==> src/rtl/deserializer_sipo.sv <==
`default_nettype none
// +--------------------------------------------------------------------------+
// | deserializer_sipo : LSB-first serial-in/parallel-out word assembler      |
// | Revision 1.0                                                             |
// +--------------------------------------------------------------------------+
module deserializer_sipo #(
  parameter int DATA_WIDTH = 8
) (
  input  logic                  clk,
  input  logic                  rst,
  input  logic                  srl_in,
  input  logic                  bit_en,
  input  logic                  frame_start,
  input  logic                  frame_stop,
  input  logic                  data_ready,
  input  logic                  clr_err,
  output logic [DATA_WIDTH-1:0] data_out,
  output logic                  data_valid,
  output logic                  busy,
  output logic                  overrun,
  output logic                  frame_err
);

  localparam int              CNT_W    = $clog2(DATA_WIDTH);
  localparam logic [CNT_W-1:0] LAST_IDX = CNT_W'(DATA_WIDTH - 1);

  typedef enum logic [0:0] {
    IDLE = 1'b0,
    RECV = 1'b1
  } state_t;

  state_t                state_q, state_d;
  logic [CNT_W-1:0]      cnt_q, cnt_d;
  logic [DATA_WIDTH-1:0] shreg_q, shreg_d;
  logic [DATA_WIDTH-1:0] dout_q, dout_d;
  logic                  valid_q, valid_d;
  logic                  ovr_q, ovr_d;
  logic                  ferr_q, ferr_d;

  logic                  accept;
  logic                  word_done;
  logic                  out_free;
  logic                  ovr_evt;
  logic                  ferr_evt;
  logic [CNT_W-1:0]      cnt_base;
  logic [CNT_W-1:0]      cnt_inc;
  logic [CNT_W-1:0]      cnt_after;
  logic [DATA_WIDTH-1:0] word;

  always_comb begin
    state_d   = state_q;
    cnt_d     = cnt_q;
    shreg_d   = shreg_q;
    dout_d    = dout_q;
    valid_d   = valid_q;
    ovr_evt   = 1'b0;
    ferr_evt  = 1'b0;

    // frame_start realigns the counter, so a same-cycle strobe lands as bit 0
    accept    = bit_en && ((state_q == RECV) || frame_start);
    cnt_base  = frame_start ? '0 : cnt_q;
    cnt_inc   = (cnt_base == LAST_IDX) ? '0 : cnt_base + CNT_W'(1);
    cnt_after = accept ? cnt_inc : cnt_base;
    word      = {srl_in, shreg_q[DATA_WIDTH-1:1]};
    word_done = accept && (cnt_base == LAST_IDX);
    out_free  = !valid_q || data_ready;

    if (accept) begin
      shreg_d = word;
    end

    if (frame_start) begin
      state_d  = RECV;
      cnt_d    = cnt_after;
      ferr_evt = frame_stop && (state_q == RECV) && (cnt_q != '0);
    end else if (state_q == RECV) begin
      if (frame_stop) begin
        state_d  = IDLE;
        cnt_d    = '0;
        ferr_evt = (cnt_after != '0);
      end else begin
        cnt_d = cnt_after;
      end
    end

    if (word_done) begin
      if (out_free) begin
        dout_d  = word;
        valid_d = 1'b1;
      end else begin
        ovr_evt = 1'b1;
      end
    end else if (valid_q && data_ready) begin
      valid_d = 1'b0;
    end

    // a fresh error event beats a simultaneous clear
    ovr_d  = (ovr_q && !clr_err) || ovr_evt;
    ferr_d = (ferr_q && !clr_err) || ferr_evt;
  end

  always_ff @(posedge clk) begin
    if (rst) begin
      state_q <= IDLE;
      cnt_q   <= '0;
      shreg_q <= '0;
      dout_q  <= '0;
      valid_q <= 1'b0;
      ovr_q   <= 1'b0;
      ferr_q  <= 1'b0;
    end else begin
      state_q <= state_d;
      cnt_q   <= cnt_d;
      shreg_q <= shreg_d;
      dout_q  <= dout_d;
      valid_q <= valid_d;
      ovr_q   <= ovr_d;
      ferr_q  <= ferr_d;
    end
  end

  assign data_out   = dout_q;
  assign data_valid = valid_q;
  assign busy       = (state_q == RECV);
  assign overrun    = ovr_q;
  assign frame_err  = ferr_q;

endmodule
`default_nettype wire

==> config.mk <==
export PLATFORM = sky130hd
export DESIGN_NAME = deserializer_sipo
export DESIGN_NICKNAME = d
export VERILOG_FILES = /design/src/rtl/deserializer_sipo.sv
export SDC_FILE = /design/constraint.sdc
export NUM_CORES = 1
export LEC_CHECK = 0
export BUFFER_PORTS_ARGS = -buffer_cell sky130_fd_sc_hd__buf_2
export CAP_MARGIN = 20
export CORE_MARGIN = 4
export CORE_UTILIZATION = 40
export CTS_CLUSTER_DIAMETER = 150
export DETAILED_ROUTE_END_ITERATION = 16
export GPL_TIMING_DRIVEN = 0
export PLACE_DENSITY = 0.59
export SYNTH_ARGS = -nofsm -noshare
export SYNTH_HDL_FRONTEND = slang
export SYNTH_SLANG_ARGS = --single-unit
==> constraint.sdc <==
create_clock -name clk -period 1.9 [get_ports clk]
set_clock_uncertainty 0.15 [all_clocks]
set_input_delay 0.19 -clock clk [delete_from_list [all_inputs] [get_ports clk]]
set_output_delay 0.19 -clock clk [all_outputs]
set_load 0.03 [all_outputs]
==> results.md <==
* Hpwl dp at 1.66 mm
* Core ar. at 2300 um^2
* Post-DRT Antenna Nets at 0
* DR iter-0 viols at 21
* Via Count at 915
* DRC errors left at 0
* CTS sink cnt at 22
* Syn. warnings at 0
* Design area at 1210 um^2
* LEAKAGE at 0.494 nW
* CTS Buffer Depth at 2
* Diode count at 0
* Largest net degree at the start of global routing at 14
* Worst setup margin at 279 ps
* First-pass GRT wire length at 3.87 mm
* Place WS at 50.4 ps
* Synth top area cells: dfxtp_1 44%, a21oi_1 8.0%, o31ai_1 6.7%
* Total track usage at 0.147
* Gates resized, CTS repair at 0
* CTS H-tree depth at 1
* Area leader, netlist: dfxtp_1
* Synth Register Bits at 22
* Status: completed
* Final Hold Vio Count at 0
* Asr flop ratio synth at 0
* Total negative slack at 0 ps
* Cell area after synthesis at 1010 um^2
* Placed Area at 1140 um^2
* Worst path bufs/invs at 2
* Syn Nets at 126
* PortBufs at 19
* Final core occ at 0.527
* CP delay by family, top: adder cells
* Skew-Pair Late Insertion Delay at 310 ps
* Post-synth top cells: 22 x dfxtp_1, 16 x a21oi_1, 15 x nand2_1
* Power per cell area at 757 nW/um^2
* Post-DR wirelength/cell at 13.2 um
* Psw at 0.201 mW
* Flop pwr share at 0.516
* Critical path capture point type: register
* Setup bufs post-CTS at 0
* Starting Density at 0.438
* Max FO, Critical Path at 8
* Crit-path cells: nand2b_1 -> inv_1 -> ha_1 -> ha_1 -> inv_1 -> o31ai_1 -> a21oi_1
* Cell Int Power at 0.715 mW
* FP Rows at 17
* Unique masters post-synth at 27
* Relative slew slack at 0.677
* Ratio of cells with drive above 1 in the final layout at 0.220
* RSZ-0062 raised after global routing: no
* Top-count cell post-synth: dfxtp_1
* Post-CTS Hold Buffers at 2
* Post-Layout Cell Count at 169
* Initial antenna violation count at 0
* Die Ht at 58.2 um
* Critical R2R Launch: cnt_q[0]
* Gpl congestion at 0.772
* Placed Cells at 163
* Die area at 3380 um^2
* Min-Delay Startpoint: clr_err
* Max-Cap Viols at 0
* Final setup viols at 0
* Crit path kind: register to register
* Fin. max-slew vios at 0
* Crit-path slowest cell: dfxtp_1
* CTS Root Cell: clkbuf_4
* Crit path required time at 2000 ps
* Fmax at 617 MHz
* Vias/cell at 5.41
* Hold_ws at 24.5 ps
* VDD IR max at 0.500 mV
* Worst setup path start: cnt_q[0]
* Synth Flop Type: dfxtp_1
* DRT Wirelength at 2.23 mm
* Yosys top cell area share at 0.437
* CTS tree: yes
* Nets@finish at 152
* Final period util at 0.853
* Switching share of power at 0.219
* Post-Syn Instances at 116
* Part of the Yosys area used for sequential elements at 0.437
* Hold WC Path Type: input port to register
* CP arrival at 1720 ps
* P&R area growth vs syn at 20.1%
* Share of power burned in the clock network at 0.393
* CP Launch Type: register
* GR Overflow Total at 0
* Worst-Margin Slew at 484 ps
* CTS Buf Count at 3
* Number of synthesized flops with an enable pin at 0
* Vias in the first global route at 881
* Pre-Repair DR Iteration Count at 4
* Crit path time final at 1620 ps
* Mean Syn Cell Area at 8.68 um^2
* Die width at 58.2 um
* IO Count at 20
* Logic gate share of total power at 0.090
* Clk slew on worst S/H paths at 130 ps
* Total power at 0.916 mW
* Worst path max stage delay at 340 ps
kinds of logic (layout without fill, tap and decap cells):
logic type,after synthesis,after routing,share of synthesized area
simple gates,38,38,0.190
buf+inv,17,42,0.0944
flops,22,22,0.437
fa+ha+maj,2,2,0.0248
compound gates,36,36,0.243
mux,1,1,0.00994
layout by cell type, fill, tap and decap left out, drive strengths merged:
master,n
a21oi,16
a311oi,1
a31oi,1
a32oi,1
buf,24
bufinv,1
clkbuf,7
dfxtp,22
dlygate4sd3,2
ha,2
inv,8
mux2i,1
nand2,15
nand2b,4
nand4,8
nor2,5
nor2b,4
o2111ai,1
o211ai,1
o21a,2
o21ai,1
o31ai,9
o32ai,3
or2,1
or4b,1
layer usage:
layer,track usage,part of all wire,up-vias
met5,0,0,-
met4,0.0596,0.013,0
met3,0.0267,0.047,4
met2,0.253,0.48,20
met1,0.180,0.46,428
li1,-,-,463
power groups by stage:
stage               logic (mW)  clock network (mW)  registers [mW]
global route            0.0918               0.397           0.474
detailed placement      0.0805                   0           0.483
global placement        0.0797                   0           0.483
CTS                     0.0839               0.372           0.473
floorplan               0.0512                   0           0.486
finish                  0.0827               0.360           0.473
final cells by class:
type	instances	area [um^2]
fillers	219	1090
multi-input cells	77	472
flip-flops and latches	22	440
repair buffers	21	115
plain buffers	9	65.1
well taps	28	35.0
clock inverters	1	30.0
inverters	8	30.0
clock buffers	3	22.5
worst register-to-register path, cell delays in order, from the launching register on:
cell	delay [ps]
dfxtp_1	340
nand2b_1	130
inv_1	60
ha_1	190
ha_1	200
inv_1	210
o31ai_1	120
a21oi_1	150
sequential cells by signal, summed over array words and instances, names as in the netlist:
register    flops
data_out        8
shreg_q         7
cnt_q           3
busy            1
data_valid      1
frame_err       1
overrun         1
final timing paths:
path / end / slack (ps) / cells after the start
worst max register to register: data_out[5] / 280 / 7
worst min register to register: data_out[0] / 330 / 2
worst max-delay path: data_out[5] / 280 / 7
worst min-delay path: overrun / 20 / 4
No activity file was read; power rests on OpenSTA's default activity.
